**src/rtl/qracc_adc_accumulator.sv**
```systemverilog
// Column-parallel bit-serial accumulator for QR-ACC ADC codes: each accepted bit-plane
// doubles every column's running sum and adds the signed ADC value, with saturation.
module qracc_adc_accumulator #(
  parameter int numCols    = 32,
  parameter int numAdcBits = 4,
  parameter int numCfgBits = 8,
  parameter int accBits    = 16
) (
  input  logic                          clk,
  input  logic                          nrst,
  input  logic [numCfgBits-1:0]         n_input_bits_cfg,
  input  logic                          start_i,
  input  logic                          adc_valid_i,
  input  logic [numCols*numAdcBits-1:0] adc_out_i,
  output logic                          busy_o,
  output logic                          acc_valid_o,
  input  logic                          acc_ready_i,
  output logic [numCols*accBits-1:0]    acc_data_o,
  output logic [numCols-1:0]            sat_o,
  output logic [1:0]                    state_dbg_o
);

  // Result handshake: a result transfers on a rising edge where acc_valid_o and
  // acc_ready_i are both high; until then acc_data_o/sat_o are held stable.

  typedef enum logic [1:0] {
    S_IDLE  = 2'd0,
    S_ACCUM = 2'd1,
    S_HOLD  = 2'd2
  } state_t;

  // Two guard bits: doubling needs one, adding the ADC value needs the other.
  localparam int W = accBits + 2;
  localparam logic signed [W-1:0] OFF_W =
    {{(W-numAdcBits){1'b0}}, 1'b1, {(numAdcBits-1){1'b0}}};
  localparam logic signed [W-1:0] MAX_W = {3'b000, {(accBits-1){1'b1}}};
  localparam logic signed [W-1:0] MIN_W = {3'b111, {(accBits-1){1'b0}}};
  localparam logic [accBits-1:0]  ACC_MAX = {1'b0, {(accBits-1){1'b1}}};
  localparam logic [accBits-1:0]  ACC_MIN = {1'b1, {(accBits-1){1'b0}}};

  state_t                       state_q;
  logic                         busy_q;
  logic                         valid_q;
  logic [numCfgBits-1:0]        cfg_q;
  logic [numCfgBits-1:0]        cnt_q;
  logic [numCols*accBits-1:0]   acc_q;
  logic [numCols*accBits-1:0]   acc_d;
  logic [numCols-1:0]           sat_q;
  logic [numCols-1:0]           sat_d;
  logic [numCfgBits-1:0]        last_idx;
  logic                         last_plane;

  // A latched count of zero behaves as a single plane.
  assign last_idx   = (cfg_q == '0) ? '0 : cfg_q - 1'b1;
  assign last_plane = (cnt_q == last_idx);

  for (genvar c = 0; c < numCols; c++) begin : g_col
    logic signed [accBits-1:0] acc_c;
    logic signed [W-1:0]       acc_w;
    logic signed [W-1:0]       code_w;
    logic signed [W-1:0]       sum_w;
    logic                      over;
    logic                      under;

    assign acc_c  = acc_q[c*accBits +: accBits];
    assign acc_w  = {{2{acc_c[accBits-1]}}, acc_c};
    assign code_w = {{(W-numAdcBits){1'b0}}, adc_out_i[c*numAdcBits +: numAdcBits]};
    assign sum_w  = (acc_w <<< 1) + code_w - OFF_W;
    assign over   = (sum_w > MAX_W);
    assign under  = (sum_w < MIN_W);

    assign acc_d[c*accBits +: accBits] = over  ? ACC_MAX :
                                         under ? ACC_MIN : sum_w[accBits-1:0];
    assign sat_d[c] = sat_q[c] | over | under;
  end

  always_ff @(posedge clk or negedge nrst) begin
    if (!nrst) begin
      state_q <= S_IDLE;
      busy_q  <= 1'b0;
      valid_q <= 1'b0;
      cfg_q   <= '0;
      cnt_q   <= '0;
      acc_q   <= '0;
      sat_q   <= '0;
    end else begin
      case (state_q)
        S_IDLE: begin
          if (start_i) begin
            cfg_q   <= n_input_bits_cfg;
            cnt_q   <= '0;
            acc_q   <= '0;
            sat_q   <= '0;
            busy_q  <= 1'b1;
            state_q <= S_ACCUM;
          end
        end
        S_ACCUM: begin
          if (adc_valid_i) begin
            acc_q <= acc_d;
            sat_q <= sat_d;
            if (last_plane) begin
              valid_q <= 1'b1;
              state_q <= S_HOLD;
            end else begin
              cnt_q <= cnt_q + 1'b1;
            end
          end
        end
        S_HOLD: begin
          if (acc_ready_i) begin
            valid_q <= 1'b0;
            busy_q  <= 1'b0;
            state_q <= S_IDLE;
          end
        end
        default: begin
          valid_q <= 1'b0;
          busy_q  <= 1'b0;
          state_q <= S_IDLE;
        end
      endcase
    end
  end

  assign busy_o      = busy_q;
  assign acc_valid_o = valid_q;
  assign acc_data_o  = acc_q;
  assign sat_o       = sat_q;
  assign state_dbg_o = state_q;

endmodule

```
**config.mk**
```make
export PLATFORM = sky130hd
export DESIGN_NAME = qracc_adc_accumulator
export DESIGN_NICKNAME = d
export VERILOG_FILES = /design/src/rtl/qracc_adc_accumulator.sv
export SDC_FILE = /design/constraint.sdc
export NUM_CORES = 2
export LEC_CHECK = 0
export CORE_MARGIN = 2
export CORE_UTILIZATION = 56
export CTS_BUF_LIST = sky130_fd_sc_hd__clkbuf_4
export CTS_CLUSTER_DIAMETER = 120
export DETAILED_ROUTE_END_ITERATION = 12
export GPL_TIMING_DRIVEN = 0
export PLACE_DENSITY_LB_ADDON = 0.08
export SLEW_MARGIN = 20
export SYNTH_ARGS = -nofsm -noshare
export SYNTH_HDL_FRONTEND = slang
export SYNTH_SLANG_ARGS = --single-unit
```
**constraint.sdc**
```tcl
create_clock -name clk -period 8.66 [get_ports clk]
set_clock_uncertainty 0.05 [all_clocks]
set_input_delay 0.866 -clock clk [delete_from_list [all_inputs] [get_ports clk]]
set_output_delay 0.866 -clock clk [all_outputs]
set_load 0.01 [all_outputs]
```
==> flow_summary.ini <==
[sta]
finalSetupViolCount = 0
tightest_slew_ns = 1.12
grt_setup_unrepaired = false
max_freq_mhz = 227
period_minus_slack_ns = 4.41
finalMaxSlewViolations = 0
relSlewSlack_pct = 25.2
hold_viol_final = 0
fin_crit_sh_pct = 51.0
finalSetupTns_ns = 0

[synthesis]
synthArstFlopShare_pct = 100
synth.top_cells.by_count = inv_1, ha_1, dfrtp_1
synth.area.mux_share_pct = 0.477
synth_top_family_by_area = compound AO/OA/AOI/OAI gates
yosysMostFrequentCell = inv_1
synth_ff_type = dfrtp_1
synth_fa_ha_area_share_pct = 16.8
synth-compound-area-share_pct = 29.6
syn_area_sq_um = 47000
ys_seq_elements = 564
synth-seq-area-share_pct = 30.1
yosysTopAreaCellShare_pct = 30.1
synth_cells = 5155
synthesis.nets = 5906
syn_avg_cell_area_sq_um = 9.11
yosys.area_share.simple_pct = 10.4
synth_area_leaders = dfrtp_1, ha_1, a221o_1, inv_1, xnor2_1
yosysWarningCount = 0
synth-edff-count = 0
yosysUniqueCellTypes = 102
synth_top_cell_by_area = dfrtp_1
synth-xor-area-share_pct = 6.26

[clock_tree]
holdBufCountCts = 1
path_clk_slew_ns = 0.06
cts_resized = 0
cts_tree = done
insertion_delay_ns = 1.07
cts_max_level = 4
cts.path.max_buffers = 3
cts_buffers = 167
clkSinkCount = 564
postCtsSetupRepairBufs = 0
cts_root_buf = clkbuf_4

[worst_setup_path]
path_depth = 9
critPathLaunch = state_dbg_o[1]
worstPathRequired_ns = 9.49
crit_family = buffers and inverters
worst_r2r_startpoint = state_dbg_o[1]
path_buf_inv = 7
worst_path_max_delay_cell = clkbuf_1
critPathMaxFanout = 10
cp_slowest_stage_delay_ns = 0.87
crit_type = flop to flop
cp-end-kind = flop
start_kind = flop
reg2reg_depth = 9
crit_chain = clkbuf_1, clkinv_1, nand3_2, clkbuf_2, buf_12, clkbuf_2, clkbuf_1, buf_2, o22ai_1
worstPathArrival_ns = 5.24

[floorplan]
core_sq_um = 83300
die_h_um = 294
fp-row-count = 106
dieWidth_um = 294
initial_core_util_pct = 56.4
ios = 689
die_area_sq_um = 86200

[routing]
via_count = 44600
avgRoutedWirePerCell_um = 20.6
met1_length_um = 60200
dr.pass1.iters = 6
vias_per_cell = 6.17
wl_met2_um = 67600
drtIter0Drc = 2642
drt-total-wl_um = 149000
top_layer = met5
drc = 0
antenna_left = 0
wl_met3_um = 12000

[global_routing]
grtUsageTotal_pct = 34.0
grt_pass1_vias = 42900
overflow = 0
antenna_found_initial = 14
grt_max_degree = 97
grt_pass1_wl_um = 233000

[hold_path]
hp-start = n_input_bits_cfg[3]
hold_path_depth = 3
hold_class = input port to flop

[placed_design]
dp_hpwl_um = 114000
gp_congestion = 0.960
io_buffers = 688

[cells_and_area]
syn2layout_area_growth_pct = 22.5
drive_gt1_share_pct = 6.04
nets = 6774

[flow_run]
cap_violations = 0

[run_status]
status = completed
## tightest hold or removal path, delay by kind of cell
kind	cells	cell delay [ns]
buffers and inverters	1	0.40
and+or+nand+nor	2	0.10
## registers in the layout, indices dropped and copies added, names as in the netlist
register and count:
acc_valid_o 1, state_dbg_o 2, acc_data_o 512, cnt_q 8, busy_o 1, sat_o 32, cfg_q 8
## per-layer routing
| layer | global-route usage, % | vias up |
|---|---|---|
| met3 | 8.83 | 431 |
| met5 | 0 | - |
| met1 | 41.6 | 21400 |
| met4 | 19.6 | 16 |
| met2 | 54.4 | 1471 |
| li1 | - | 21300 |
## final timing paths
check                                        to  slack, ns
max in group asynchronous       acc_data_o[235]       6.55
worst min register to register        sat_o[15]       0.44
worst max-delay path            acc_data_o[383]       4.25
min in group asynchronous        acc_data_o[67]       0.36
worst min-delay path                   cfg_q[3]       0.30
worst max register to register  acc_data_o[383]       4.25
## final cells by class
| type | instances | area [sq um] |
|---|---|---|
| clock buffers | 230 | 1730 |
| plain buffers | 169 | 684 |
| inverters | 629 | 2360 |
| repair buffers | 699 | 7160 |
| multi-input cells | 3793 | 29800 |
| flip-flops and latches | 564 | 14100 |
| well taps | 1080 | 1350 |
| diodes | 4 | 10.0 |
| fillers | 6947 | 25800 |
| clock inverters | 57 | 297 |
## per-stage QoR
step / hold WS, ns / setup slack [ns] / area (sq um) / utilization, % / cells
CTS: 0.172 / 4.24 / 57500 / 69.1 / 7221
detailed placement: 0.431 / 3.48 / 55500 / 66.6 / 6933
floorplan: 0.465 / 4.63 / 47000 / - / 5155
global placement: 0.425 / -19.51 / 55200 / 66.3 / 6923
global route: 0.241 / 4.04 / 57500 / 69.1 / 7223
finish: 0.304 / 4.25 / 57500 / 69.1 / 7225
## kinds of logic after synthesis
kind of cell,count (synthesis)
compound gates,1849
xor+xnor,334
fa+ha+maj,611
buf+inv,798
flops,564
mux,21
simple gates,978
## layout by cell type (no fill, tap or decap), types with 34 or more instances in the layout
master	instances
clkdlybuf4s50_1	687
o21a_1	70
and2_1	34
clkbuf_4	230
a211oi_1	106
nand2_1	206
a31oi_1	36
nor2_1	281
nand3_1	77
ha_1	578
a221o_1	469
o21ai_0	195
xor2_1	103
dfrtp_1	564
clkbuf_1	127
o21bai_1	70
nor2b_1	39
nand4_1	36
and3_1	38
a21o_1	181
xnor2_1	230
o211ai_1	37
nor3_1	91
o21ai_1	35
a21oi_1	360
clkinv_1	48
inv_1	627
Power is left out: the tool's default activity adds up to more than one toggle a clock period on the data nets, which glitch-free logic cannot reach.
